$ cat src/rtl/cmsdk_apb4_eg_slave_reg_arb_if.sv
// rtl/cmsdk_apb4_eg_slave_reg_arb_if.sv - two-requester and register-block signal bundle for the arbiter
interface cmsdk_apb4_eg_slave_reg_arb_if #(
    parameter int ADDRWIDTH = 12
);
    logic                 m0_req;
    logic                 m0_write;
    logic [ADDRWIDTH-1:0] m0_addr;
    logic [3:0]           m0_wstrb;
    logic [31:0]          m0_wdata;
    logic                 m0_ack;
    logic [31:0]          m0_rdata;

    logic                 m1_req;
    logic                 m1_write;
    logic [ADDRWIDTH-1:0] m1_addr;
    logic [3:0]           m1_wstrb;
    logic [31:0]          m1_wdata;
    logic                 m1_ack;
    logic [31:0]          m1_rdata;

    logic [ADDRWIDTH-1:0] addr;
    logic                 read_en;
    logic                 write_en;
    logic [3:0]           byte_strobe;
    logic [31:0]          wdata;
    logic [31:0]          rdata;
    logic                 busy;

    modport slave (
        input  m0_req, m0_write, m0_addr, m0_wstrb, m0_wdata,
        output m0_ack, m0_rdata,
        input  m1_req, m1_write, m1_addr, m1_wstrb, m1_wdata,
        output m1_ack, m1_rdata,
        output addr, read_en, write_en, byte_strobe, wdata,
        input  rdata,
        output busy
    );

    modport master (
        output m0_req, m0_write, m0_addr, m0_wstrb, m0_wdata,
        input  m0_ack, m0_rdata,
        output m1_req, m1_write, m1_addr, m1_wstrb, m1_wdata,
        input  m1_ack, m1_rdata,
        input  addr, read_en, write_en, byte_strobe, wdata,
        output rdata,
        input  busy
    );
endinterface

$ cat src/rtl/cmsdk_apb4_eg_slave_reg_arb.sv
// rtl/cmsdk_apb4_eg_slave_reg_arb.sv - two-port register access arbiter; CMSDK_APB4_EG_SLAVE_REG_ARB_RR_EN selects round-robin
module cmsdk_apb4_eg_slave_reg_arb #(
    parameter int ADDRWIDTH = 12
) (
    input  logic                               pclk,
    input  logic                               presetn,
    cmsdk_apb4_eg_slave_reg_arb_if.slave       bus
);

    typedef enum logic [1:0] {
        IDLE   = 2'd0,
        ACCESS = 2'd1,
        RESP   = 2'd2
    } state_t;

    state_t               state_q;
    state_t               state_d;

    // Command captured from the winner in IDLE; later requester activity is ignored.
    logic                 cmd_write_q;
    logic [ADDRWIDTH-1:0] cmd_addr_q;
    logic [3:0]           cmd_wstrb_q;
    logic [31:0]          cmd_wdata_q;
    logic [31:0]          hold_q;

    // Winner of the in-flight access; also the reference for round-robin fairness.
    logic                 last_grant_q;

    logic                 any_req;
    logic                 winner;
    logic                 sel_write;
    logic [ADDRWIDTH-1:0] sel_addr;
    logic [3:0]           sel_wstrb;
    logic [31:0]          sel_wdata;

    assign any_req = bus.m0_req | bus.m1_req;

`ifdef CMSDK_APB4_EG_SLAVE_REG_ARB_RR_EN
    assign winner = (bus.m0_req & bus.m1_req) ? ~last_grant_q : bus.m1_req;
`else
    assign winner = bus.m1_req & ~bus.m0_req;
`endif

    assign sel_write = winner ? bus.m1_write : bus.m0_write;
    assign sel_addr  = winner ? bus.m1_addr  : bus.m0_addr;
    assign sel_wstrb = winner ? bus.m1_wstrb : bus.m0_wstrb;
    assign sel_wdata = winner ? bus.m1_wdata : bus.m0_wdata;

    // State, command latch, grant record and read holding register.
    always_ff @(posedge pclk or negedge presetn) begin
        if (!presetn) begin
            state_q      <= IDLE;
            cmd_write_q  <= 1'b0;
            cmd_addr_q   <= '0;
            cmd_wstrb_q  <= 4'h0;
            cmd_wdata_q  <= 32'h0;
            hold_q       <= 32'h0;
            last_grant_q <= 1'b1;
        end else begin
            state_q <= state_d;
            if (state_q == IDLE && any_req) begin
                cmd_write_q  <= sel_write;
                cmd_addr_q   <= sel_addr;
                cmd_wstrb_q  <= sel_wstrb;
                cmd_wdata_q  <= sel_wdata;
                last_grant_q <= winner;
            end
            if (state_q == ACCESS) begin
                hold_q <= cmd_write_q ? 32'h0 : bus.rdata;
            end
        end
    end

    // Next-state: IDLE waits for a request, ACCESS and RESP each last one cycle.
    always_comb begin
        state_d = state_q;
        case (state_q)
            IDLE:    if (any_req) state_d = ACCESS;
            ACCESS:  state_d = RESP;
            RESP:    state_d = IDLE;
            default: state_d = IDLE;
        endcase
    end

    // Register-block strobes and requester responses, zeroed outside their state.
    always_comb begin
        bus.addr        = '0;
        bus.read_en     = 1'b0;
        bus.write_en    = 1'b0;
        bus.byte_strobe = 4'h0;
        bus.wdata       = 32'h0;
        bus.m0_ack      = 1'b0;
        bus.m0_rdata    = 32'h0;
        bus.m1_ack      = 1'b0;
        bus.m1_rdata    = 32'h0;
        bus.busy        = (state_q != IDLE);
        if (state_q == ACCESS) begin
            bus.addr = cmd_addr_q;
            if (cmd_write_q) begin
                bus.write_en    = 1'b1;
                bus.byte_strobe = cmd_wstrb_q;
                bus.wdata       = cmd_wdata_q;
            end else begin
                bus.read_en = 1'b1;
            end
        end
        if (state_q == RESP) begin
            if (last_grant_q) begin
                bus.m1_ack   = 1'b1;
                bus.m1_rdata = hold_q;
            end else begin
                bus.m0_ack   = 1'b1;
                bus.m0_rdata = hold_q;
            end
        end
    end

endmodule
$ cat src/flat_wrapper.sv
// flat-port wrapper written by rule: the top's interface ports become plain ports
module cmsdk_apb4_eg_slave_reg_arb_flat 
#(
    parameter int ADDRWIDTH = 12
)
  (pclk, presetn, bus_m0_req, bus_m0_write, bus_m0_addr, bus_m0_wstrb, bus_m0_wdata, bus_m0_ack, bus_m0_rdata, bus_m1_req, bus_m1_write, bus_m1_addr, bus_m1_wstrb, bus_m1_wdata, bus_m1_ack, bus_m1_rdata, bus_addr, bus_read_en, bus_write_en, bus_byte_strobe, bus_wdata, bus_rdata, bus_busy);
  cmsdk_apb4_eg_slave_reg_arb_if #(.ADDRWIDTH(ADDRWIDTH)) bus_i ();
  input  logic pclk;
  input  logic presetn;
  input wire logic [$bits(bus_i.m0_req)-1:0] bus_m0_req;
  input wire logic [$bits(bus_i.m0_write)-1:0] bus_m0_write;
  input wire logic [$bits(bus_i.m0_addr)-1:0] bus_m0_addr;
  input wire logic [$bits(bus_i.m0_wstrb)-1:0] bus_m0_wstrb;
  input wire logic [$bits(bus_i.m0_wdata)-1:0] bus_m0_wdata;
  output wire logic [$bits(bus_i.m0_ack)-1:0] bus_m0_ack;
  output wire logic [$bits(bus_i.m0_rdata)-1:0] bus_m0_rdata;
  input wire logic [$bits(bus_i.m1_req)-1:0] bus_m1_req;
  input wire logic [$bits(bus_i.m1_write)-1:0] bus_m1_write;
  input wire logic [$bits(bus_i.m1_addr)-1:0] bus_m1_addr;
  input wire logic [$bits(bus_i.m1_wstrb)-1:0] bus_m1_wstrb;
  input wire logic [$bits(bus_i.m1_wdata)-1:0] bus_m1_wdata;
  output wire logic [$bits(bus_i.m1_ack)-1:0] bus_m1_ack;
  output wire logic [$bits(bus_i.m1_rdata)-1:0] bus_m1_rdata;
  output wire logic [$bits(bus_i.addr)-1:0] bus_addr;
  output wire logic [$bits(bus_i.read_en)-1:0] bus_read_en;
  output wire logic [$bits(bus_i.write_en)-1:0] bus_write_en;
  output wire logic [$bits(bus_i.byte_strobe)-1:0] bus_byte_strobe;
  output wire logic [$bits(bus_i.wdata)-1:0] bus_wdata;
  input wire logic [$bits(bus_i.rdata)-1:0] bus_rdata;
  output wire logic [$bits(bus_i.busy)-1:0] bus_busy;
  assign bus_i.m0_req = bus_m0_req;
  assign bus_i.m0_write = bus_m0_write;
  assign bus_i.m0_addr = bus_m0_addr;
  assign bus_i.m0_wstrb = bus_m0_wstrb;
  assign bus_i.m0_wdata = bus_m0_wdata;
  assign bus_m0_ack = bus_i.m0_ack;
  assign bus_m0_rdata = bus_i.m0_rdata;
  assign bus_i.m1_req = bus_m1_req;
  assign bus_i.m1_write = bus_m1_write;
  assign bus_i.m1_addr = bus_m1_addr;
  assign bus_i.m1_wstrb = bus_m1_wstrb;
  assign bus_i.m1_wdata = bus_m1_wdata;
  assign bus_m1_ack = bus_i.m1_ack;
  assign bus_m1_rdata = bus_i.m1_rdata;
  assign bus_addr = bus_i.addr;
  assign bus_read_en = bus_i.read_en;
  assign bus_write_en = bus_i.write_en;
  assign bus_byte_strobe = bus_i.byte_strobe;
  assign bus_wdata = bus_i.wdata;
  assign bus_i.rdata = bus_rdata;
  assign bus_busy = bus_i.busy;
  cmsdk_apb4_eg_slave_reg_arb #(.ADDRWIDTH(ADDRWIDTH)) u_core (.pclk(pclk), .presetn(presetn), .bus(bus_i));
endmodule
$ cat config.mk
export PLATFORM = sky130hd
export DESIGN_NAME = cmsdk_apb4_eg_slave_reg_arb_flat
export DESIGN_NICKNAME = d
export VERILOG_FILES = /design/src/rtl/cmsdk_apb4_eg_slave_reg_arb_if.sv /design/src/rtl/cmsdk_apb4_eg_slave_reg_arb.sv /design/src/flat_wrapper.sv
export SDC_FILE = /design/constraint.sdc
export NUM_CORES = 1
export LEC_CHECK = 0
export ABC_AREA = 0
export BUFFER_PORTS_ARGS = -buffer_cell sky130_fd_sc_hd__buf_4
export CORE_ASPECT_RATIO = 0.9
export CORE_MARGIN = 2
export CORE_UTILIZATION = 45
export DETAILED_ROUTE_END_ITERATION = 7
export PLACE_DENSITY_LB_ADDON = 0.15
export REMOVE_ABC_BUFFERS = 1
export SETUP_SLACK_MARGIN = 0.5
export SLEW_MARGIN = 5
export SYNTH_ARGS = -nofsm -noshare
export SYNTH_HDL_FRONTEND = slang
export SYNTH_SLANG_ARGS = --single-unit
$ cat constraint.sdc
create_clock -name pclk -period 1.95 [get_ports pclk]
set_clock_uncertainty 0.05 [all_clocks]
set_input_delay 0.39 -clock pclk [delete_from_list [all_inputs] [get_ports pclk]]
set_output_delay 0.39 -clock pclk [all_outputs]
set_load 0.03 [all_outputs]
Word level (Yosys, flattened, before mapping)

Index checks and enable logic that the tools add are counted.

Input port bits: 134
Output and inout bits: 117
Bits in registers: 84
Logic and storage cells: 40

Bitwise operators: 3
Muxes and demuxes: 24
Equality and inequality tests: 3
Reduce and logical (&&, ||, !) cells: 3

Operators with widths:

| operator             | number |
|---|---|
| $mux W32             | 8 |
| $mux W12             | 2 |
| $mux W4              | 3 |
| $mux W1              | 9 |
| $pmux W2 S2          | 1 |
| $eq A2 B1 Y1 const B | 1 |
| $eq A2 B2 Y1 const B | 1 |
| $logic_not A2 Y1     | 1 |
| $mux W2              | 1 |
| $ne A2 B1 Y1 const B | 1 |
| $reduce_bool A2 Y1   | 1 |
| $and A1 B1 Y1        | 1 |
| $logic_and A1 B1 Y1  | 1 |
| $not A1 Y1           | 1 |
| $or A1 B1 Y1         | 1 |

Longest topological paths before layout

Gate-level depths: netlist of run 1.

Word-level depth: 3
Mapped depth: 6
Depth with buffers taken out: 4

Worst setup path after synthesis of run 1

Ideal clock, no wire load.

Path kind: register to output
Start: register u_core.state_q[0]
End: output port bus_m0_rdata[22]
Path slack: -71 ps
Path buffers: 1
Required time: 1510 ps
Cell stages (with the launch flop): 4
Arrival time: 1581 ps
Path through: dfrtp_1 nor3b_1 clkbuf_1 and2_1

Cells in the longest elaborated chain, start to end: 2

Ends and longest elaborated chain:

| item                     | line                               | text |
|---|---|---|
| start: declaration       | cmsdk_apb4_eg_slave_reg_arb.sv:16  | `state_t state_q;` |
| start signal: assignment | cmsdk_apb4_eg_slave_reg_arb.sv:60  | `state_q <= state_d;` |
| $eq A2 B2 Y1             | cmsdk_apb4_eg_slave_reg_arb.sv:107 | `if (state_q == RESP) begin` |
| $mux W32                 | cmsdk_apb4_eg_slave_reg_arb.sv:107 |  |
| end: declaration         | flat_wrapper.sv:16                 | `output wire logic [$bits(bus_i.m0_rdata)-1:0] bus_m0_rdata;` |

Every way passes these cells.

Final worst setup path of run 1

Start: register u_core.last_grant_q
End: output port bus_m1_rdata[19]

Cells in the longest elaborated chain, start to end: 2

Ends and longest elaborated chain:

| item                     | line                               | text |
|---|---|---|
| start: declaration       | cmsdk_apb4_eg_slave_reg_arb.sv:27  | `logic last_grant_q;` |
| start signal: assignment | cmsdk_apb4_eg_slave_reg_arb.sv:66  | `last_grant_q <= winner;` |
| $mux W32                 | cmsdk_apb4_eg_slave_reg_arb.sv:108 | `if (last_grant_q) begin` |
| $mux W32                 | cmsdk_apb4_eg_slave_reg_arb.sv:107 |  |
| end: declaration         | flat_wrapper.sv:23                 | `output wire logic [$bits(bus_i.m1_rdata)-1:0] bus_m1_rdata;` |

Every way passes these cells.

==> results of run 1 <==
Yosys cell counts, drive strengths merged:
master	count	share of area, %
dfstp	1	0.56
o21a	1	0.16
and2	77	10
buf	12	1.8
nand2	64	5.1
mux2	98	24
a21oi	2	0.21
dfrtp	83	44
nor2	2	0.16
nor3b	1	0.16
nand3b	32	5.1
and3b	1	0.19
inv	2	0.16
clkbuf	24	1.9
and3	36	4.8
nand2b	2	0.43
worst max-delay path by stage:
| stage | endpoint | start | depth (start not counted) |
|---|---|---|---|
| final | bus_m1_rdata[19] | u_core.last_grant_q$_DFFE_PN1P_ | 4 |
| after global placement | bus_byte_strobe[3] | u_core.state_q[1]$_DFFE_PN0P_ | 5 |
| after global routing | bus_m0_rdata[25] | u_core.state_q[0]$_DFFE_PN0P_ | 4 |
| after floorplan | bus_m0_rdata[0] | u_core.state_q[0]$_DFFE_PN0P_ | 2 |
| after CTS | bus_byte_strobe[1] | u_core.state_q[1]$_DFFE_PN0P_ | 5 |
| after detailed placement | u_core.cmd_wdata_q[5]$_DFFE_PN0P_ | bus_m0_req | 5 |
layout make-up:
| class | instances | area [µm²] |
|---|---|---|
| multi-input combinational | 316 | 2410 |
| timing repair buffer | 268 | 2407 |
| clock buffer | 11 | 232.7 |
| tap | 129 | 161.4 |
| inverter | 2 | 12.51 |
| clock inverter | 5 | 100.1 |
| fill | 750 | 2733 |
| sequential | 84 | 2103 |
kinds of logic after synthesis:
family / share of synthesized area (%)
muxes: 24.40
and+or+nand+nor: 26.33
AOI/OAI and AO/OA: 0.3747
buffers and inverters: 3.907
DFF: 44.98
worst reg2reg max path, stage by stage, from the launching register on:
cell	delay [ns]
dfrtp_1	0.42
nor2_1	0.26
o21a_2	0.24
buf_12	0.24
mux2_2	0.38
layer usage:
layer,vias to the layer above,global-route usage (%),share of wire [%]
met3,14,7.336,8.4
met4,0,6.078,1.4
met1,1996,26.32,40
met5,-,0,0
li1,1951,-,-
met2,179,42.45,50
registers in the layout (all words and copies together) (netlist names):
name / cells
u_core.cmd_wdata_q: 32
u_core.cmd_write_q: 1
u_core.cmd_wstrb_q: 4
u_core.cmd_addr_q: 12
u_core.state_q: 2
u_core.last_grant_q: 1
u_core.hold_q: 32
timing repair:
action | CTS | global route
pin swaps | 0 | 3
hold buffers | 1 | 0
cloned | 0 | 2
setup endpoints to repair | 190 | 190
hold endpoints to repair | 27 | 0
resized for setup | 68 | 16
report_power, final:
part	internal (mW)	leakage, nW	switching (mW)
registers	2.65	1.02	0.511
logic	2.47	2.65	2.82
clock network	1.25	0.163	0.678
per-stage QoR:
| step | total power [mW] | worst slack, ns | hold slack (ns) |
|---|---|---|---|
| 5_1_grt | 10.98 | -0.1019 | 0.1833 |
| 4_1_cts | 10.24 | -0.07051 | 0.1842 |
| 6_report | 10.37 | -0.06078 | 0.1908 |
| 3_3_place_gp | 7.940 | 0.2272 | 0.2969 |
| 3_5_place_dp | 8.131 | 0.2258 | 0.2975 |
| 2_1_floorplan | 6.123 | -1.158 | 0.04441 |
==> tab_implementation.tex, run 1 <==
\begin{tabular}{lr}
\hline
Metric & Value \\
\hline
\multicolumn{2}{l}{\textbf{Outcome}} \\
Status & complete, but fails checks \\
Failing checks & setup timing \\
\multicolumn{2}{l}{\textbf{Clock tree}} \\
Number of CTS-inserted buffers & 9 \\
Library cell used as clock root buffer & clkbuf\_16 \\
Buffer levels on the longest clock path & 2 \\
Buffers inserted during post-CTS setup optimization & 0 \\
Number of clock sinks & 84 \\
Skew-Pair Late Insertion Delay & 0.32 ns \\
Clk slew on worst S/H paths & 0.06 ns \\
TritonCTS clock tree & built \\
H-tree depth & 3 \\
\multicolumn{2}{l}{\textbf{STA}} \\
Hold violation count in the final report & 0 \\
Final max-slew violation count & 0 \\
Transition time of the tightest slew-check pin & 0.4027 ns \\
Period minus WS final & 2.011 ns \\
Post-layout worst setup margin & -0.06078 ns \\
\# setup viols final & 86 \\
Max\_slew headroom & 73.15\% \\
Achievable frequency & 497.3 MHz \\
Final cycle utilization of the critical path & 103.1\% \\
Unrepaired setup endpoints after global routing & yes \\
Sum of negative setup slack & -2.338 ns \\
\multicolumn{2}{l}{\textbf{GRT}} \\
Global-route wire length before repair & 20930 µm \\
Total gr overflow & 0 \\
Vias in the first global route & 4257 \\
Gr usage total & 23.13\% \\
Largest net degree at the start of global routing & 38 \\
Antenna violations before repair & 0 \\
\multicolumn{2}{l}{\textbf{Final layout}} \\
Synthesis-to-finish area growth & 58.84\% \\
Commonest non-fill, non-tap cell in the layout & buf\_4 \\
Design Area, Final & 7427 µm² \\
Most frequent cells in the layout & buf\_4 (187), mux2\_2 (88), dfrtp\_1 (83) \\
Number of diodes added for antenna fixing & 0 \\
Fin util & 73.10\% \\
Post-route non-filler standard cell count & 815 \\
Fraction of final layout cells with drive strength greater than 1 & 56.85\% \\
Number of nets in the final layout & 815 \\
\multicolumn{2}{l}{\textbf{Drt}} \\
Remaining antenna violation count after routing & 0 \\
Drc violations & 0 \\
Via count & 4140 \\
Violation count after the first detailed-route iteration & 153 \\
Iteration count of the initial detailed-routing pass & 4 \\
Per-cell via count in the routed design & 5.080 \\
Final WL & 13510 µm \\
Detail-routed net length per standard cell & 16.57 µm \\
\multicolumn{2}{l}{\textbf{Worst setup path}} \\
Origin of the critical flop-to-flop path & u\_core.state\_q[0]\$\_DFFE\_PN0P\_ \\
Sort of element at the end of the critical path & output pin \\
FF-to-FF path depth & 4 \\
Critical path class & reg2out \\
CP Max Fanout & 33 \\
Critical path buffer and inverter count & 2 \\
Slowest cell delay on critical path & 0.56 ns \\
Slack of the worst reg-to-reg path & 0.26 ns \\
Crit path max-delay cell type & dfstp\_2 \\
Required time at the worst-slack endpoint & 1.51 ns \\
Capture instance of the worst register-to-register path & u\_core.cmd\_wdata\_q[3]\$\_DFFE\_PN0P\_ \\
Top delay family on crit path & flip-flops \\
Worst EP arrival & 1.57 ns \\
Critical path launch point type & flop \\
Cell chain of the critical path & and3b\_2, buf\_12, and2\_1, buf\_6 \\
\multicolumn{2}{l}{\textbf{Floorplanning}} \\
Num ports & 251 \\
Initial cell density of the core & 46.02\% \\
Core Rows & 35 \\
Placeable core area & 10160 µm² \\
Die area & 11220 µm² \\
Die X-Extent & 111.4 µm \\
Vert. Die Dim & 100.7 µm \\
\multicolumn{2}{l}{\textbf{Min path}} \\
Hold/Removal Path Class & in2reg \\
Worst Hold Path EP & u\_core.last\_grant\_q\$\_DFFE\_PN1P\_ \\
Hold Path Stages & 2 \\
Launch instance of the worst min-delay path & bus\_m0\_req \\
\multicolumn{2}{l}{\textbf{Flow run}} \\
Max-cap violations & 0 \\
\multicolumn{2}{l}{\textbf{Logic synthesis}} \\
Average cell area after synthesis & 10.68 µm² \\
Number of library cell types mapped by synthesis & 21 \\
Syn. warnings & 0 \\
Cell count after synthesis & 438 \\
Part of the Yosys area used for sequential elements & 44.98\% \\
Register bit total from synthesis & 84 \\
Synthesized cell area & 4676 µm² \\
\multicolumn{2}{l}{\textbf{Placed design}} \\
Cell area after placement & 6733 µm² \\
Detailed-placement wirelength estimate & 9662 µm \\
Number of port buffers & 250 \\
Placed cells & 796 \\
Final estimated routing congestion in global placement & 0.7992 \\
\multicolumn{2}{l}{\textbf{Pwr}} \\
Leakage Power & 3.839 nW \\
Power density cells & 1397 nW/µm² \\
Worst ir drop on vdd & 0.7810 mV \\
\hline
\end{tabular}
Note: power is estimated with default switching activity, not from simulation.
==> inputs of run 2 (changes only) <==
--- a/config.mk
+++ b/config.mk
@@ -9,7 +9,7 @@
 export BUFFER_PORTS_ARGS = -buffer_cell sky130_fd_sc_hd__buf_4
 export CORE_ASPECT_RATIO = 0.9
 export CORE_MARGIN = 2
-export CORE_UTILIZATION = 45
+export CORE_UTILIZATION = 49
 export DETAILED_ROUTE_END_ITERATION = 7
 export PLACE_DENSITY_LB_ADDON = 0.15
 export REMOVE_ABC_BUFFERS = 1
==> constraint.sdc (replaced) <==
create_clock -name pclk -period 2.5 [get_ports pclk]
set_clock_uncertainty 0.05 [all_clocks]
set_input_delay 0.5 -clock pclk [delete_from_list [all_inputs] [get_ports pclk]]
set_output_delay 0.5 -clock pclk [all_outputs]
set_load 0.03 [all_outputs]
==> run 2 against run 1 <==
Against the previous run:
- the flow now finishes without violations
- total power is 18% lower
- sequential cell count did not move
- hold slack worse by 0.095 ns
- setup slack improved by 0.37 ns
- combinational power shrank 6.4%
- via count rose by 2.6%
- critical endpoint is now bus_write_en
- largest cell class unchanged
==> tab_implementation.tex, run 2 (synthesized netlist as in run 1, its figures left out) <==
\begin{tabular}{lr}
\hline
Metric & Value \\
\hline
\multicolumn{2}{l}{\textbf{Clock tree}} \\
TritonCTS clock tree & built \\
Buffer levels on the longest clock path & 2 \\
Clk slew on worst S/H paths & 0.08 ns \\
Hold-fix buffers, CTS & 0 \\
H-tree depth & 3 \\
Library cell used as clock root buffer & clkbuf\_8 \\
Number of clock sinks & 84 \\
Number of CTS-inserted buffers & 9 \\
Skew-Pair Late Insertion Delay & 0.35 ns \\
\multicolumn{2}{l}{\textbf{Pwr}} \\
Sw power & 3.362 mW \\
Net Sw Frac & 39.30\% \\
Worst ir drop on vdd & 0.6781 mV \\
Leakage Power & 3.824 nW \\
Total power after layout & 8.553 mW \\
Internal power consumption & 5.191 mW \\
Part of the power in combinational logic & 57.7\% \\
Power density cells & 1122 nW/µm² \\
Sequential group share of total power & 29.6\% \\
Fraction of power consumed by the clock network & 12.7\% \\
\multicolumn{2}{l}{\textbf{STA}} \\
\# setup viols final & 0 \\
Sum of negative setup slack & 0 ns \\
Max\_slew headroom & 50.98\% \\
Achievable frequency & 455.8 MHz \\
Final max-slew violation count & 0 \\
Period minus WS final & 2.194 ns \\
Unrepaired setup endpoints after global routing & yes \\
Transition time of the tightest slew-check pin & 0.7353 ns \\
Final cycle utilization of the critical path & 87.77\% \\
Post-layout worst setup margin & 0.3059 ns \\
Post-route worst hold slack & 0.09549 ns \\
Hold violation count in the final report & 0 \\
\multicolumn{2}{l}{\textbf{Final layout}} \\
Fin util & 82.80\% \\
Largest registers ranked by flip-flop count & u\_core.cmd\_wdata\_q (32), u\_core.hold\_q (32), u\_core.cmd\_addr\_q (12) \\
Fraction of final layout cells with drive strength greater than 1 & 64.43\% \\
Design Area, Final & 7624 µm² \\
Post-route non-filler standard cell count & 822 \\
Most frequent cells in the layout & buf\_4 (214), mux2\_2 (88), dfrtp\_1 (81) \\
Number of diodes added for antenna fixing & 0 \\
Number of nets in the final layout & 829 \\
Synthesis-to-finish area growth & 63.05\% \\
Commonest non-fill, non-tap cell in the layout & buf\_4 \\
\multicolumn{2}{l}{\textbf{Worst setup path}} \\
Required time at the worst-slack endpoint & 1.95 ns \\
Sort of element at the end of the critical path & output pin \\
Worst EP arrival & 1.64 ns \\
FF-to-FF path depth & 5 \\
Capture instance of the worst register-to-register path & u\_core.cmd\_wdata\_q[23]\$\_DFFE\_PN0P\_ \\
Critical path launch point type & flop \\
Slack of the worst reg-to-reg path & 0.70 ns \\
Critical path class & reg2out \\
Origin of the critical flop-to-flop path & u\_core.state\_q[1]\$\_DFFE\_PN0P\_ \\
CP Max Fanout & 7 \\
\multicolumn{2}{l}{\textbf{Floorplanning}} \\
Die X-Extent & 107.0 µm \\
Vert. Die Dim & 96.67 µm \\
Num ports & 251 \\
Placeable core area & 9208 µm² \\
Die area & 10340 µm² \\
Initial cell density of the core & 50.78\% \\
Core Rows & 33 \\
\multicolumn{2}{l}{\textbf{GRT}} \\
Antenna violations before repair & 0 \\
Vias in the first global route & 4446 \\
Total gr overflow & 0 \\
Global-route wire length before repair & 22910 µm \\
Gr usage total & 28.08\% \\
Largest net degree at the start of global routing & 51 \\
\multicolumn{2}{l}{\textbf{Drt}} \\
Drc violations & 0 \\
Iteration count of the initial detailed-routing pass & 4 \\
Violation count after the first detailed-route iteration & 181 \\
Detail-routed net length per standard cell & 17.85 µm \\
Per-cell via count in the routed design & 5.165 \\
Via count & 4246 \\
Remaining antenna violation count after routing & 0 \\
Final WL & 14670 µm \\
\multicolumn{2}{l}{\textbf{Placed design}} \\
Number of port buffers & 250 \\
Placed cells & 787 \\
Detailed-placement wirelength estimate & 9813 µm \\
Pre-CTS worst setup slack & 0.4241 ns \\
Cell area after placement & 6659 µm² \\
Final estimated routing congestion in global placement & 0.7937 \\
\multicolumn{2}{l}{\textbf{Outcome}} \\
Status & finished clean \\
\multicolumn{2}{l}{\textbf{Flow run}} \\
Max-cap violations & 0 \\
\multicolumn{2}{l}{\textbf{Min path}} \\
Hold/Removal Path Class & in2async \\
\hline
\end{tabular}
-- run 2: worst max-delay path, stage by stage (launching register included) --
cell and delay, ns:
dfrtp_2 0.45, nand2b_4 0.16, clkinv_8 0.10, buf_12 0.14
clkbuf_16 0.15, and2_4 0.15, buf_6 0.13
-- run 2: area by class of cell --
type	count	area, µm²
multi-input combinational	316	2616
timing repair buffer	281	2502
sequential	84	2106
fill	524	1584
tap	122	152.6
clock buffer	12	145.1
clock inverter	4	72.57
inverter	2	20.02
timing repair inverter	1	8.758
-- run 2: routing by layer --
metal / global-route usage (%) / share of wire, % / up-vias
li1: - / - / 1986
met1: 32.02 / 37 / 2044
met2: 49.39 / 53 / 183
met3: 8.558 / 7.8 / 33
met4: 10.09 / 2.6 / 0
met5: 0 / 0 / -
-- run 2: worst max-delay path by stage --
stage / from / end / slack, ns / cells after the start
after floorplan: u_core.state_q[0]$_DFFE_PN0P_ / bus_m0_rdata[0] / -0.72 / 2
after global placement: bus_m0_req / u_core.cmd_addr_q[8]$_DFFE_PN0P_ / 0.46 / 4
after detailed placement: bus_m0_req / u_core.cmd_wdata_q[15]$_DFFE_PN0P_ / 0.42 / 4
after CTS: u_core.state_q[0]$_DFFE_PN0P_ / bus_m0_rdata[28] / 0.33 / 4
after global routing: u_core.last_grant_q$_DFFE_PN1P_ / bus_m1_rdata[26] / 0.25 / 4
final: u_core.state_q[0]$_DFFE_PN0P_ / bus_write_en / 0.31 / 6
-- run 2: power groups by stage --
stage          sequential [mW]  clock (mW)  combinational [mW]
4_1_cts                   2.49        1.09                4.67
5_1_grt                   2.62        1.16                5.25
3_3_place_gp              2.46           0                3.68
2_1_floorplan             2.39           0                2.39
3_5_place_dp              2.52           0                3.78
6_report                  2.53        1.08                4.94
-- run 2: repair_timing --
action                                  4_1_cts  5_1_grt
pin swaps                                     1       11
resized for setup                            97       24
buffers inserted                             11        2
endpoints found under the setup margin      116      116
gates cloned                                  3        3
